===== src/rtl/conv_pkg.sv =====
// Shared types and constants for the 3x3 convolution controller.
// Holds the FSM state enum, kernel size, line-buffer slot width and
// the default frame geometry / datapath latency.
package conv_pkg;

    localparam int K            = 3;
    localparam int SLOT_W       = 2;
    localparam int DEF_IFM_ROWS = 16;
    localparam int DEF_IFM_COLS = 16;
    localparam int DEF_MAC_LAT  = 2;

    typedef enum logic [1:0] {
        ST_IDLE  = 2'd0,
        ST_FILL  = 2'd1,
        ST_CALC  = 2'd2,
        ST_DRAIN = 2'd3
    } state_e;

    // Advance a line-buffer slot index, wrapping K-1 back to 0.
    function automatic logic [SLOT_W-1:0] slot_inc(input logic [SLOT_W-1:0] s);
        return (s == SLOT_W'(K - 1)) ? '0 : s + SLOT_W'(1);
    endfunction

endpackage


===== src/rtl/conv_ctrl_vpipe.sv =====
// Valid-bit delay line matching the MAC datapath latency.
// A reset clears every stage so in-flight results never surface.
module conv_ctrl_vpipe #(
    parameter int DEPTH = 2
) (
    input  logic clk,
    input  logic rst_n,
    input  logic vld_i,
    output logic vld_o
);

    logic [DEPTH-1:0] sr_q;
    logic [DEPTH-1:0] sr_d;

    generate
        if (DEPTH == 1) begin : g_one
            assign sr_d = vld_i;
        end else begin : g_many
            assign sr_d = {sr_q[DEPTH-2:0], vld_i};
        end
    endgenerate

    // Shift the valid bit one stage per clock; synchronous clear.
    always_ff @(posedge clk) begin
        if (!rst_n) begin
            sr_q <= '0;
        end else begin
            sr_q <= sr_d;
        end
    end

    assign vld_o = sr_q[DEPTH-1];

endmodule


===== src/rtl/conv_ctrl.sv =====
// Control FSM for a 3x3 convolution engine over a 3-row line buffer.
// Loads one kernel beat, streams IFM rows into rotating slots, and issues
// one calc_en per output column for every 3-row window of the frame.
// Optional build macro CONV_CTRL_PERF_EN adds a perf_cycles frame counter.
module conv_ctrl
    import conv_pkg::*;
#(
    parameter int IFM_ROWS = DEF_IFM_ROWS,
    parameter int IFM_COLS = DEF_IFM_COLS,
    parameter int MAC_LAT  = DEF_MAC_LAT
) (
    input  logic        clk,
    input  logic        rst_n,
    input  logic        weight_valid,
    input  logic        in_valid,
    output logic        in_ready,
    output logic        wgt_ld_en,
    output logic        lb_wr_en,
    output logic [1:0]  lb_wr_sel,
    output logic [1:0]  row_base,
    output logic        calc_en,
    output logic [3:0]  col_idx,
    output logic        out_valid,
    output logic        frame_done,
    output logic        err_drop
`ifdef CONV_CTRL_PERF_EN
    ,
    output logic [15:0] perf_cycles
`endif
);

    localparam int RW       = $clog2(IFM_ROWS + 1);
    localparam int LAST_COL = IFM_COLS - K;

    state_e            state_q, state_d;
    logic [RW-1:0]     rows_q, rows_d;
    logic [SLOT_W-1:0] wr_q, wr_d;
    logic [SLOT_W-1:0] base_q, base_d;
    logic [3:0]        col_q, col_d;
    logic [7:0]        drain_q, drain_d;
    logic              err_q, err_d;

    // Next-state, counters and strobes; outputs default low.
    always_comb begin
        state_d    = state_q;
        rows_d     = rows_q;
        wr_d       = wr_q;
        base_d     = base_q;
        col_d      = col_q;
        drain_d    = drain_q;
        in_ready   = 1'b0;
        wgt_ld_en  = 1'b0;
        lb_wr_en   = 1'b0;
        calc_en    = 1'b0;
        frame_done = 1'b0;

        case (state_q)
            ST_IDLE: begin
                if (weight_valid) begin
                    // Gated so a kernel beat seen during reset is never reported as loaded.
                    wgt_ld_en = rst_n;
                    rows_d    = '0;
                    wr_d      = '0;
                    base_d    = '0;
                    col_d     = '0;
                    state_d   = ST_FILL;
                end
            end
            ST_FILL: begin
                in_ready = 1'b1;
                if (in_valid) begin
                    lb_wr_en = 1'b1;
                    wr_d     = slot_inc(wr_q);
                    rows_d   = (rows_q == RW'(IFM_ROWS)) ? rows_q : rows_q + RW'(1);
                    // First window needs three rows; afterwards each new row opens a window.
                    if (rows_d >= RW'(K)) begin
                        col_d   = '0;
                        state_d = ST_CALC;
                    end
                end
            end
            ST_CALC: begin
                calc_en = 1'b1;
                if (col_q == 4'(LAST_COL)) begin
                    if (rows_q == RW'(IFM_ROWS)) begin
                        drain_d = '0;
                        state_d = ST_DRAIN;
                    end else begin
                        base_d  = slot_inc(base_q);
                        state_d = ST_FILL;
                    end
                end else begin
                    col_d = col_q + 4'd1;
                end
            end
            ST_DRAIN: begin
                // The last result leaves the datapath MAC_LAT cycles after the final calc_en.
                if (drain_q == 8'(MAC_LAT - 1)) begin
                    frame_done = 1'b1;
                    state_d    = ST_IDLE;
                end else begin
                    drain_d = drain_q + 8'd1;
                end
            end
            default: state_d = ST_IDLE;
        endcase

        err_d = (in_valid && !in_ready) || (weight_valid && (state_q != ST_IDLE));
    end

    // State and counter registers with synchronous active-low reset.
    always_ff @(posedge clk) begin
        if (!rst_n) begin
            state_q <= ST_IDLE;
            rows_q  <= '0;
            wr_q    <= '0;
            base_q  <= '0;
            col_q   <= '0;
            drain_q <= '0;
            err_q   <= 1'b0;
        end else begin
            state_q <= state_d;
            rows_q  <= rows_d;
            wr_q    <= wr_d;
            base_q  <= base_d;
            col_q   <= col_d;
            drain_q <= drain_d;
            err_q   <= err_d;
        end
    end

    assign lb_wr_sel = wr_q;
    assign row_base  = base_q;
    assign col_idx   = calc_en ? col_q : 4'd0;
    assign err_drop  = err_q;

    conv_ctrl_vpipe #(
        .DEPTH (MAC_LAT)
    ) u_vpipe (
        .clk   (clk),
        .rst_n (rst_n),
        .vld_i (calc_en),
        .vld_o (out_valid)
    );

`ifdef CONV_CTRL_PERF_EN
    logic [15:0] perf_q, perf_d;
    logic        prun_q, prun_d;

    // Frame cycle counter: starts at the kernel load, stops after frame_done, then holds.
    always_comb begin
        perf_d = perf_q;
        prun_d = prun_q;
        if (wgt_ld_en) begin
            perf_d = 16'd1;
            prun_d = 1'b1;
        end else if (prun_q) begin
            if (perf_q != 16'hFFFF) begin
                perf_d = perf_q + 16'd1;
            end
            if (frame_done) begin
                prun_d = 1'b0;
            end
        end
    end

    // Counter registers with synchronous active-low reset.
    always_ff @(posedge clk) begin
        if (!rst_n) begin
            perf_q <= '0;
            prun_q <= 1'b0;
        end else begin
            perf_q <= perf_d;
            prun_q <= prun_d;
        end
    end

    assign perf_cycles = perf_q;
`else
    // Default build: no performance counter.
`endif

endmodule


===== config.mk =====
export PLATFORM = sky130hd
export DESIGN_NAME = conv_ctrl
export DESIGN_NICKNAME = d
export VERILOG_FILES = /design/src/rtl/conv_pkg.sv /design/src/rtl/conv_ctrl_vpipe.sv /design/src/rtl/conv_ctrl.sv
export SDC_FILE = /design/constraint.sdc
export NUM_CORES = 1
export LEC_CHECK = 0
export CELL_PAD_IN_SITES_DETAIL_PLACEMENT = 0
export CELL_PAD_IN_SITES_GLOBAL_PLACEMENT = 1
export CORE_MARGIN = 5
export CORE_UTILIZATION = 35
export DETAILED_ROUTE_END_ITERATION = 10
export DONT_BUFFER_PORTS = 1
export PLACE_DENSITY = 0.73
export SKIP_CTS_REPAIR_TIMING = 1
export SLEW_MARGIN = 20
export SYNTH_ARGS = -nofsm -noshare
export SYNTH_HDL_FRONTEND = slang
export SYNTH_HIERARCHICAL = 1
export SYNTH_SLANG_ARGS = --single-unit

===== constraint.sdc =====
create_clock -name clk -period 1.7 [get_ports clk]
set_input_delay 0.255 -clock clk [delete_from_list [all_inputs] [get_ports clk]]
set_output_delay 0.255 -clock clk [all_outputs]
set_load 0.1 [all_outputs]

==> results.ini, run 1 <==
[die]
die_area_sq_um = 5680
row_count = 23
io-pin-count = 19
fp.dieW_um = 75.4
start_util_pct = 36.8
core_area_sq_um = 4060
die_y_um = 75.4

[placed_design]
gp_congestion = 0.822
place_inst = 268
placed_cell_area_sq_um = 1930
place_ws_ns = -0.150
hpwl_mm = 2.78
io_buffer_count = 0

[clock_tree]
clk_latency_ns = 0.27
htree_levels = 1
cts_inserted_buffers = 3
cts_buffer_depth = 2
root_buffer = clkbuf_8
cts_tree = done
clkTransAtPathRegs_ns = 0.09
cts.sinks = 26

[global_routing]
antenna_found_initial = 0
grt.total_usage_pct = 13.8
grt_pass1_vias = 1400
grt_max_degree = 15
gr-total-overflow = 0
grt_pass1_wl_mm = 6.24

[detailed_routing]
antenna_left = 0
drc = 0
vias = 1551
wirelength_mm = 4.09
firstDrtPassIters = 5
wl_per_cell_um = 14.1
drt_iter0_drc = 64
via_per_inst = 5.33

[logic_synthesis]
async_reset_ff_share_pct = 0
ys_warn_count = 6
syn_area_sq_um = 1500
ys_seq_area_share_pct = 34.8
synth_edf_count = 0
synth.distinct_cells = 39
netlist_instances = 188
syn_avg_cell_area_sq_um = 7.95
syn_nets = 199
ys_seq_elements = 26
synth_top_flop_cell = dfxtp_1

[sta]
setup_slack_ns = -0.00690
finalClockSkew_ns = 0.00458
worst_pin_slew_ns = 0.449
rsz0062_at_grt = yes
relSlewSlack_pct = 70.0
finalSetupTns_ns = -0.00690
slew_violations = 0
max_freq_ghz = 0.586
setup_viol = 1
fin_crit_sh_pct = 100
hold_viol = 0
fin_crit_ns = 1.71

[outcome]
violations = negative setup slack
status = finished with violations

[setup_path]
r2r-end = drain_q[5]$_SDFFE_PN0P_
cp_cell_sequence = inv_2 -> ha_4 -> nor4b_4 -> a21boi_2 -> o21ai_4 -> or4_4 -> a21oi_2
critical-path-max-stage-delay_ns = 0.49
path_max_fanout = 7
ff2ff_setup_slack_ns = -0.007
required_ns = 1.92
endpoint_kind = flop
startpoint_type = flop
cp_slowest_cell = or4_4
reg2regPathDepth = 7
worstReg2RegStart = drain_q[1]$_SDFFE_PN0P_
path_class = reg2reg
cp.arrival_ns = 1.92

[finish]
areaGrowthSynthToFinish_pct = 52.5
nNetsFinal = 253
fillers = 344
diodes = 0
stdcell_area_sq_um = 2280
drive_above_1_share_pct = 46.1
stdcell_count = 291

[power_and_ir_drop]
powerDensity_nw_per_um2 = 576
p_leak_nw = 0.876
total_power_w = 0.00131
ir_drop_mv = 0.544

[min_path]
min_path_type = in2reg
holdCritStartpoint = rst_n
holdPathStages = 1
hold_end = u_vpipe/sr_q[1]$_SDFF_PN0_

[flow_run]
drv_cap = 0

[worst max-delay path by stage]
stage               slack, ns                     from                      end
floorplan               -0.16  state_q[1]$_SDFFE_PN0P_   rows_q[3]$_SDFFE_PN0P_
global placement        -0.07  drain_q[1]$_SDFFE_PN0P_  drain_q[1]$_SDFFE_PN0P_
detailed placement      -0.15  drain_q[1]$_SDFFE_PN0P_  drain_q[7]$_SDFFE_PN0P_
CTS                     -0.20  drain_q[1]$_SDFFE_PN0P_  drain_q[7]$_SDFFE_PN0P_
global route            -0.08  drain_q[1]$_SDFFE_PN0P_               frame_done
finish                 -0.007  drain_q[1]$_SDFFE_PN0P_  drain_q[5]$_SDFFE_PN0P_
[layout make-up]
cell class              count  area (sq um)  area share [%]
inverters                   9          41.3            1.81
multi-input cells         148          1130            49.5
flip-flops and latches     26           533            23.4
well taps                  50          62.6            2.74
clock buffers               4          55.1            2.41
repair buffers             54           459            20.1
[metal layers]
metal / vias up / track usage [%] / part of all wire [%]
met1: 734 / 18.4 / 46
met2: 33 / 22.5 / 48
met3: 4 / 3.56 / 4.7
met5: - / 0 / 0
met4: 0 / 3.11 / 0.90
li1: 780 / - / -
[layout by cell type, fill, tap and decap left out, drive strengths merged, types with 3 or more instances in the layout]
cell type,n
and2,7
ha,7
inv,7
o31ai,4
or3,4
clkbuf,4
dfxtp,26
mux2i,7
nor3,9
o21ai,15
nor2,22
a21oi,21
or4,3
buf,54
nand2,13
nand3,10
[sequential cells by signal, indices dropped and copies added (netlist names)]
signal,flops
state_q,2
col_q,4
rows_q,5
lb_wr_sel,2
err_drop,1
drain_q,8
u_vpipe/sr_q,2
row_base,2
[kinds of logic after synthesis]
| logic type | synth area share [%] |
|---|---|
| buffers and inverters | 4.02 |
| XOR/XNOR | 1.17 |
| adder cells (fa/ha/maj) | 5.86 |
| flip-flops | 34.8 |
| multiplexers | 5.44 |
| AO/OA/AOI/OAI | 19.5 |
| AND/OR/NAND/NOR | 29.2 |
[where the power goes]
group,internal [W],switching [W],total (W)
Clock,0.000207,0.000202,0.000410
Sequential,0.000617,0.00000725,0.000624
Combinational,0.000114,0.000166,0.000280
Total,0.000938,0.000376,0.00131
[synthesized netlist by cell type, drive strengths merged, types with 2 or more instances]
cell / count / area, sq um
a31oi: 2 / 12.5
nand3: 10 / 50.1
mux2i: 7 / 70.1
ha: 7 / 87.6
xnor2: 2 / 17.5
nor3: 9 / 50.1
a211oi: 2 / 20.0
nand2b: 2 / 12.5
inv: 9 / 33.8
dfxtp: 26 / 521
nor2b: 2 / 12.5
and2: 7 / 43.8
a21oi: 21 / 105
and3: 2 / 12.5
nand3b: 2 / 15.0
clkbuf: 4 / 15.0
or4: 3 / 22.5
nor2: 22 / 82.6
or3: 4 / 25.0
o31ai: 4 / 30.0
buf: 2 / 11.3
nand2: 13 / 48.8
o21ai: 14 / 73.8
[through the flow]
stage | util [%] | hold slack [ns]
floorplan | - | 0.377
global placement | 47.5 | 0.380
detailed placement | 47.5 | 0.382
CTS | 48.8 | 0.0948
global route | 56.2 | 0.0951
finish | 56.2 | 0.0962
[worst max-delay path: cells and delay by family (launching register included)]
kind | cells | cell delay (ns)
compound gates | 3 | 0.50
simple gates | 2 | 0.61
flops | 1 | 0.35
buf+inv | 1 | 0.04
fa+ha+maj | 1 | 0.14
Power figures use the tool's default switching activity.
==> run 2: changes to the inputs <==
Settings changed: CORE_MARGIN 5 to unset, CTS_BUF_LIST set to sky130_fd_sc_hd__clkbuf_2 sky130_fd_sc_hd__clkbuf_4 sky130_fd_sc_hd__clkbuf_8, GPL_TIMING_DRIVEN set to 1.
==> run 2 against run 1 <==
The flow still finishes with violations (negative setup slack); largest power group unchanged; global-route usage increased by 3.7 points; critical path depth decreased by 1; combinational power increased by 6%; power increased by 10%; utilization increased by 1.5 points; worst setup slack got worse by 0.070 ns; flip-flop and latch count unchanged; non-clock buffer count increased by 8; sequential power about the same.
==> results.ini, run 2 (synthesis gave the netlist of run 1 again) <==
[detailed_routing]
via_per_inst = 5.29
wirelength_mm = 4.45
vias = 1581
antenna_left = 0
drt_iter0_drc = 63
drc = 0
wl_per_cell_um = 14.9
firstDrtPassIters = 4

[finish]
largest_register_ffs = 8
largest_register = drain_q
areaGrowthSynthToFinish_pct = 56.5
top_regs = drain_q (8), rows_q (5), col_q (4)
nNetsFinal = 261
drive_above_1_share_pct = 46.2
mostFrequentLayoutCell = buf_4
fillers = 353
diodes = 0
layout_common_cells = buf_4, nor2_1, dfxtp_1

[die]
io-pin-count = 19
core_area_sq_um = 4060
fp.dieW_um = 67.4
die_y_um = 67.4
start_util_pct = 36.8
die_area_sq_um = 4540
row_count = 23

[outcome]
violations = negative setup slack
status = finished with violations

[global_routing]
gr-total-overflow = 0
grt_pass1_wl_mm = 6.07
grt_pass1_vias = 1357
grt_max_degree = 16
grt.total_usage_pct = 17.6
antenna_found_initial = 0

[sta]
fin_crit_ns = 1.78
rsz0062_at_grt = yes
finalClockSkew_ns = 0.00924
setup_viol = 5
max_freq_ghz = 0.563
finalSetupTns_ns = -0.182
worst_pin_slew_ns = 0.443
hold_viol = 0
relSlewSlack_pct = 70.5
fin_crit_sh_pct = 104
slew_violations = 0
setup_slack_ns = -0.0764
holdWs_ns = 0.0908

[clock_tree]
root_buffer = clkbuf_8
clk_latency_ns = 0.28
clkTransAtPathRegs_ns = 0.10
cts_tree = done
cts.sinks = 26
cts_inserted_buffers = 3
cts_buffer_depth = 2
htree_levels = 1

[setup_path]
startpoint_type = flop
cp_top_family = simple AND/OR/NAND/NOR gates
endpoint_kind = primary output
ff2ff_setup_slack_ns = -0.05
path_max_fanout = 2
path_class = reg2out
path_buf_inv = 2
cp_slowest_cell = dfxtp_2
cp_cell_sequence = inv_2 -> ha_4 -> nor4b_4 -> nand2_1 -> nor2_4 -> buf_12
required_ns = 1.44
cp.arrival_ns = 1.52
critical-path-max-stage-delay_ns = 0.34

[flow_run]
drv_cap = 0

[power_and_ir_drop]
p_leak_nw = 0.925
powerDensity_nw_per_um2 = 617
ir_drop_mv = 0.641

[placed_design]
io_buffer_count = 0
gp_congestion = 0.802
hpwl_mm = 2.84
place_ws_ns = -0.202

[min_path]
min_path_type = in2reg

-- run 2: changes by cell type in the layout (fill, tap and decap cells not counted), moves of 2 or more --
cell | previous run | this run
o31ai_2 | 2 | 0
nor3_2 | 2 | 0
buf_4 | 49 | 57
o31ai_1 | 2 | 4
nor3_1 | 5 | 7
-- run 2: final cells by class --
| type | instances | area, sq um | area share, % |
|---|---|---|---|
| clock buffers | 3 | 41.3 | 1.76 |
| well taps | 50 | 62.6 | 2.67 |
| multi-input cells | 148 | 1110 | 47.3 |
| clock inverters | 1 | 30.0 | 1.28 |
| repair buffers | 62 | 523 | 22.4 |
| inverters | 9 | 41.3 | 1.76 |
| flip-flops and latches | 26 | 534 | 22.8 |
-- run 2: layer usage --
metal	up-vias	wire length [um]	track usage, %
met3	2	105	4.56
met4	0	18	2.93
met1	762	2010	22.9
li1	795	-	-
met5	-	0	0
met2	22	2320	29.4
-- run 2: worst reg2reg max path, cell delays in order (launching register included) --
cell	delay [ns]
dfxtp_2	0.35
inv_2	0.05
ha_4	0.15
nor4b_4	0.13
a21boi_2	0.26
o21ai_4	0.13
or4_4	0.49
a21oi_2	0.14
-- run 2: final timing paths --
check,start,end,cells after the start
worst max-delay path,drain_q[1]$_SDFFE_PN0P_,frame_done,6
worst min-delay path,rst_n,u_vpipe/sr_q[1]$_SDFF_PN0_,1
worst max register to register,drain_q[1]$_SDFFE_PN0P_,drain_q[5]$_SDFFE_PN0P_,7
worst min register to register,u_vpipe/sr_q[0]$_SDFF_PN0_,u_vpipe/sr_q[1]$_SDFF_PN0_,1
-- run 2: report_power, final --
| part | total, W | internal (W) | switching [W] |
|---|---|---|---|
| registers | 0.000625 | 0.000617 | 0.00000792 |
| clock network | 0.000523 | 0.000315 | 0.000208 |
| logic | 0.000296 | 0.000122 | 0.000175 |
-- run 2: per-stage QoR --
| step | std cells | total power (W) | cell area (sq um) | utilization, % |
|---|---|---|---|---|
| 2_1_floorplan | 188 | 0.000816 | 1580 | - |
| 3_3_place_gp | 268 | 0.000871 | 1930 | 47.5 |
| 3_5_place_dp | 268 | 0.000874 | 1930 | 47.5 |
| 4_1_cts | 272 | 0.00140 | 2000 | 49.2 |
| 5_1_grt | 299 | 0.00149 | 2340 | 57.7 |
| 6_report | 299 | 0.00144 | 2340 | 57.7 |
==> variant 1 (settings of run 1) <==
The 4 states of `state_e` get a one-hot encoding in 4 bits.
--- a/src/rtl/conv_pkg.sv
+++ b/src/rtl/conv_pkg.sv
@@ -11,7 +11,7 @@
 
-    typedef enum logic [1:0] {
-        ST_IDLE  = 2'd0,
-        ST_FILL  = 2'd1,
-        ST_CALC  = 2'd2,
-        ST_DRAIN = 2'd3
+    typedef enum logic [3:0] {
+        ST_IDLE  = 4'b0001,
+        ST_FILL  = 4'b0010,
+        ST_CALC  = 4'b0100,
+        ST_DRAIN = 4'b1000
     } state_e;
Formal check against the unedited RTL: no difference found for any inputs over 10 cycles, from zero or initial values and one cycle with rst_n low; not proved beyond that.
==> variant 1 against run 1 <==
  * The flow still finishes with violations (negative setup slack)
  * Sequential cell count increased by 2
  * Synthesized area up 8.0%
  * Critical endpoint is now frame_done
  * Clock skew is 0.0021 ns lower
  * Worst setup slack worse by 0.17 ns
  * Power up 15%
  * Design area is 6.4% higher
  * Wire length increased by 10%
==> variant 1: results (changes against run 1) <==
| Metric | Value |
|---|---|
| Outcome | finished, violations left (unchanged) |
| Failing checks | negative setup slack (unchanged) |
| R2R Setup Slk | -0.16 ns (was -0.007 ns) |
| Cell Area, Placed | 2120 um^2 (was 1930 um^2) |
| Inverter count | 10 (was 9) |
| Average wire per standard cell | 15.1 um (was 14.1 um) |
| Syn nets | 209 (was 199) |
| Synth cell count leaders | dfxtp_1 (28), nor2_1 (26), nand2_1 (15), a21oi_1 (14), o21ai_0 (10) (was dfxtp_1 (26), nor2_1 (22), a21oi_1 (21), nand2_1 (13), o21ai_0 (13)) |
| Multi-input logic area | 1210 um^2 (was 1130 um^2) |
| Via-to-Cell Ratio | 5.37 (was 5.33) |
| Synth area leaders | dfxtp_1 (35%), nor2_1 (6.0%), ha_1 (5.4%) (was dfxtp_1 (35%), a21oi_1 (7.0%), ha_1 (5.9%)) |
| Seq area share | 23.8% (was 23.4%) |
| M1 WL | 1810 um (was 1880 um) |
| Non-clock buffers | 50 (was 54) |
| Met3 GRT Util | 3.70% (was 3.56%) |
| Met2 Usage GRT | 25.5% (was 22.5%) |
| CP Data Arrival Time | 1.62 ns (was 1.92 ns) |
| Fillers | 435 (was 344) |
| Pre-antenna DRT Iters | 4 (was 5) |
| Reg2reg end | row_base[0]$_SDFFE_PN0P_ (was drain_q[5]$_SDFFE_PN0P_) |
| Xor/xnor cell area share of the yosys netlist | 4.34% (was 1.17%) |
| Setup violators final | 25 (was 1) |
| Final WS setup | -0.179 ns (was -0.00690 ns) |
| Worst slew margin | 63.2% (was 70.0%) |
| Post-DP HPWL | 3100 um (was 2780 um) |
| Post-synthesis register bit count | 28 (was 26) |
| Vias in the first global route | 1550 (was 1400) |
| Final nets | 258 (was 253) |
| GP Congestion | 0.898 (was 0.822) |
| Leakage | 0.000909 uW (was 0.000876 uW) |
| Multiplexer share of the synthesized area | 1.24% (was 5.44%) |
| Synth unique cells | 46 (was 39) |
| Layout clock area frac | 2.27% (was 2.41%) |
| Layout cells sized above 1 | 44.3% (was 46.1%) |
| Post-synthesis adder-cell area fraction | 5.42% (was 5.86%) |
| Iteration-0 DRC Markers | 49 (was 64) |
variant 1: power groups by stage:
| stage | sequential [uW] | clock [uW] | combinational (uW) |
|---|---|---|---|
| 4_1_cts | 686 | 438 | 356 |
| 2_1_floorplan | 717 | 0 | 242 |
| 5_1_grt | 689 | 470 | 430 |
| 3_5_place_dp | 701 | 0 | 354 |
| 6_report | 686 | 413 | 406 |
| 3_3_place_gp | 700 | 0 | 347 |
variant 1: how the worst max path moves through the flow:
stage                               to  slack [ns]  cells past startpoint
2_1_floorplan               col_idx[1]       -0.09                      4
3_3_place_gp     col_q[1]$_SDFFE_PN0P_       -0.05                      8
3_5_place_dp   drain_q[2]$_SDFFE_PN0P_       -0.12                      9
4_1_cts                       lb_wr_en       -0.22                      7
5_1_grt                       lb_wr_en       -0.28                      7
6_report                    frame_done       -0.18                      4
variant 1: worst max-delay path, cell delays in order (launching register included):
cell and delay (ns):
dfxtp_4 0.38, or4b_4 0.56, buf_6 0.14, nor2_4 0.09, buf_12 0.18
==> variant 2 (config.mk and constraints of run 1) <==
Without the edit above. The option `CONV_CTRL_PERF_EN` is turned on by a define.
--- a/src/rtl/conv_ctrl.sv
+++ b/src/rtl/conv_ctrl.sv
@@ -4,2 +4,4 @@
 // Optional build macro CONV_CTRL_PERF_EN adds a perf_cycles frame counter.
+`define CONV_CTRL_PERF_EN
+
 module conv_ctrl
Behaviour (old outputs only; new: perf_cycles): unchanged (Yosys induction, for registers that start in step).
==> variant 2 against run 1 <==
  * The run still ends with negative setup slack left
  * Combinational power grew 68%
  * Design area increased by 46%
  * Wire length grew 41%
  * Critical path depth shrank 2
  * Worst setup slack lost 0.18 ns
  * Final cell count rose by 45%
  * Global-route usage decreased by 0.62 points
  * Fmax fell by 9.8%
  * Sequential cell count rose by 17
  * Via count up 38%
  * Synthesized area increased by 52%
  * Power grew 65%
==> variant 2: results (changes against run 1) <==
| Metric | Value |
|---|---|
| DR WL met2 | 2810 um (was 1980 um) |
| Setup TNS | -0.558 ns (was -0.00690 ns) |
| Syn nets | 282 (was 199) |
| Worst-skew pair later-pin latency | 0.30 ns (was 0.27 ns) |
| H-tree levels | 2 (was 1) |
| GR Layer Usage met1 | 16.9% (was 18.4%) |
| CP endpoint | frame_done (was drain_q[5]$_SDFFE_PN0P_) |
| Synth area leaders | dfxtp_1 (38%), nor2_1 (6.6%), xnor2_1 (6.2%) (was dfxtp_1 (35%), a21oi_1 (7.0%), ha_1 (5.9%)) |
| Non-Filler Instances | 421 (was 291) |
| Setup violators final | 7 (was 1) |
| Met3 GRT Util | 3.75% (was 3.56%) |
| Final nets | 354 (was 253) |
| Setup WS pre-CTS | -0.254 ns (was -0.150 ns) |
| GP Congestion | 0.807 (was 0.822) |
| WL met3 | 241 um (was 191 um) |
| Hold WS | 0.0655 ns (was 0.0962 ns) |
| Met2 Usage GRT | 21.7% (was 22.5%) |
| First-pass GRT wire length | 9180 um (was 6240 um) |
| Reg2reg end | drain_q[7]$_SDFFE_PN0P_ (was drain_q[5]$_SDFFE_PN0P_) |
| Failing checks | negative setup slack (unchanged) |
| Leakage | 0.00126 uW (was 0.000876 uW) |
| Pre-antenna DRT Iters | 4 (was 5) |
| Vias in the first global route | 1996 (was 1400) |
| Instance count of the mapped netlist | 271 (was 188) |
| Final WS setup | -0.192 ns (was -0.00690 ns) |
| Outcome | finished, violations left (unchanged) |
| R2R Setup Slk | -0.18 ns (was -0.007 ns) |
| Worst slew pin tran | 0.390 ns (was 0.449 ns) |
[variant 2: layout make-up]
cell class	instances	area, um^2
Fill cell	573	3010
Multi-Input combinational cell	212	1550
Sequential cell	43	933
Timing Repair Buffer	73	622
Tap cell	77	96.3
Clock buffer	5	68.8
Inverter	8	45.0
Clock inverter	3	20.0
[variant 2: logic make-up (layout without fill, tap and decap cells)]
logic type | count (synthesis) | count (layout) | synth area share (%)
buf+inv | 16 | 89 | 2.64
compound gates | 43 | 43 | 12.8
xor+xnor | 18 | 18 | 6.93
simple gates | 136 | 136 | 32.3
mux | 8 | 8 | 3.58
flops | 43 | 43 | 37.8
fa+ha+maj | 7 | 7 | 3.85
[variant 2: critical path, cell delays in order, from the launching register on]
cell,delay (ns)
dfxtp_1,0.32
or4_4,0.54
nor2_4,0.17
nand2_4,0.07
clkinvlp_4,0.08
buf_12,0.16
[variant 2: where the power goes]
part / internal [uW] / total (uW) / switching [uW]
clock: 286 / 660 / 374
sequential: 1010 / 1040 / 29.9
combinational: 188 / 469 / 281
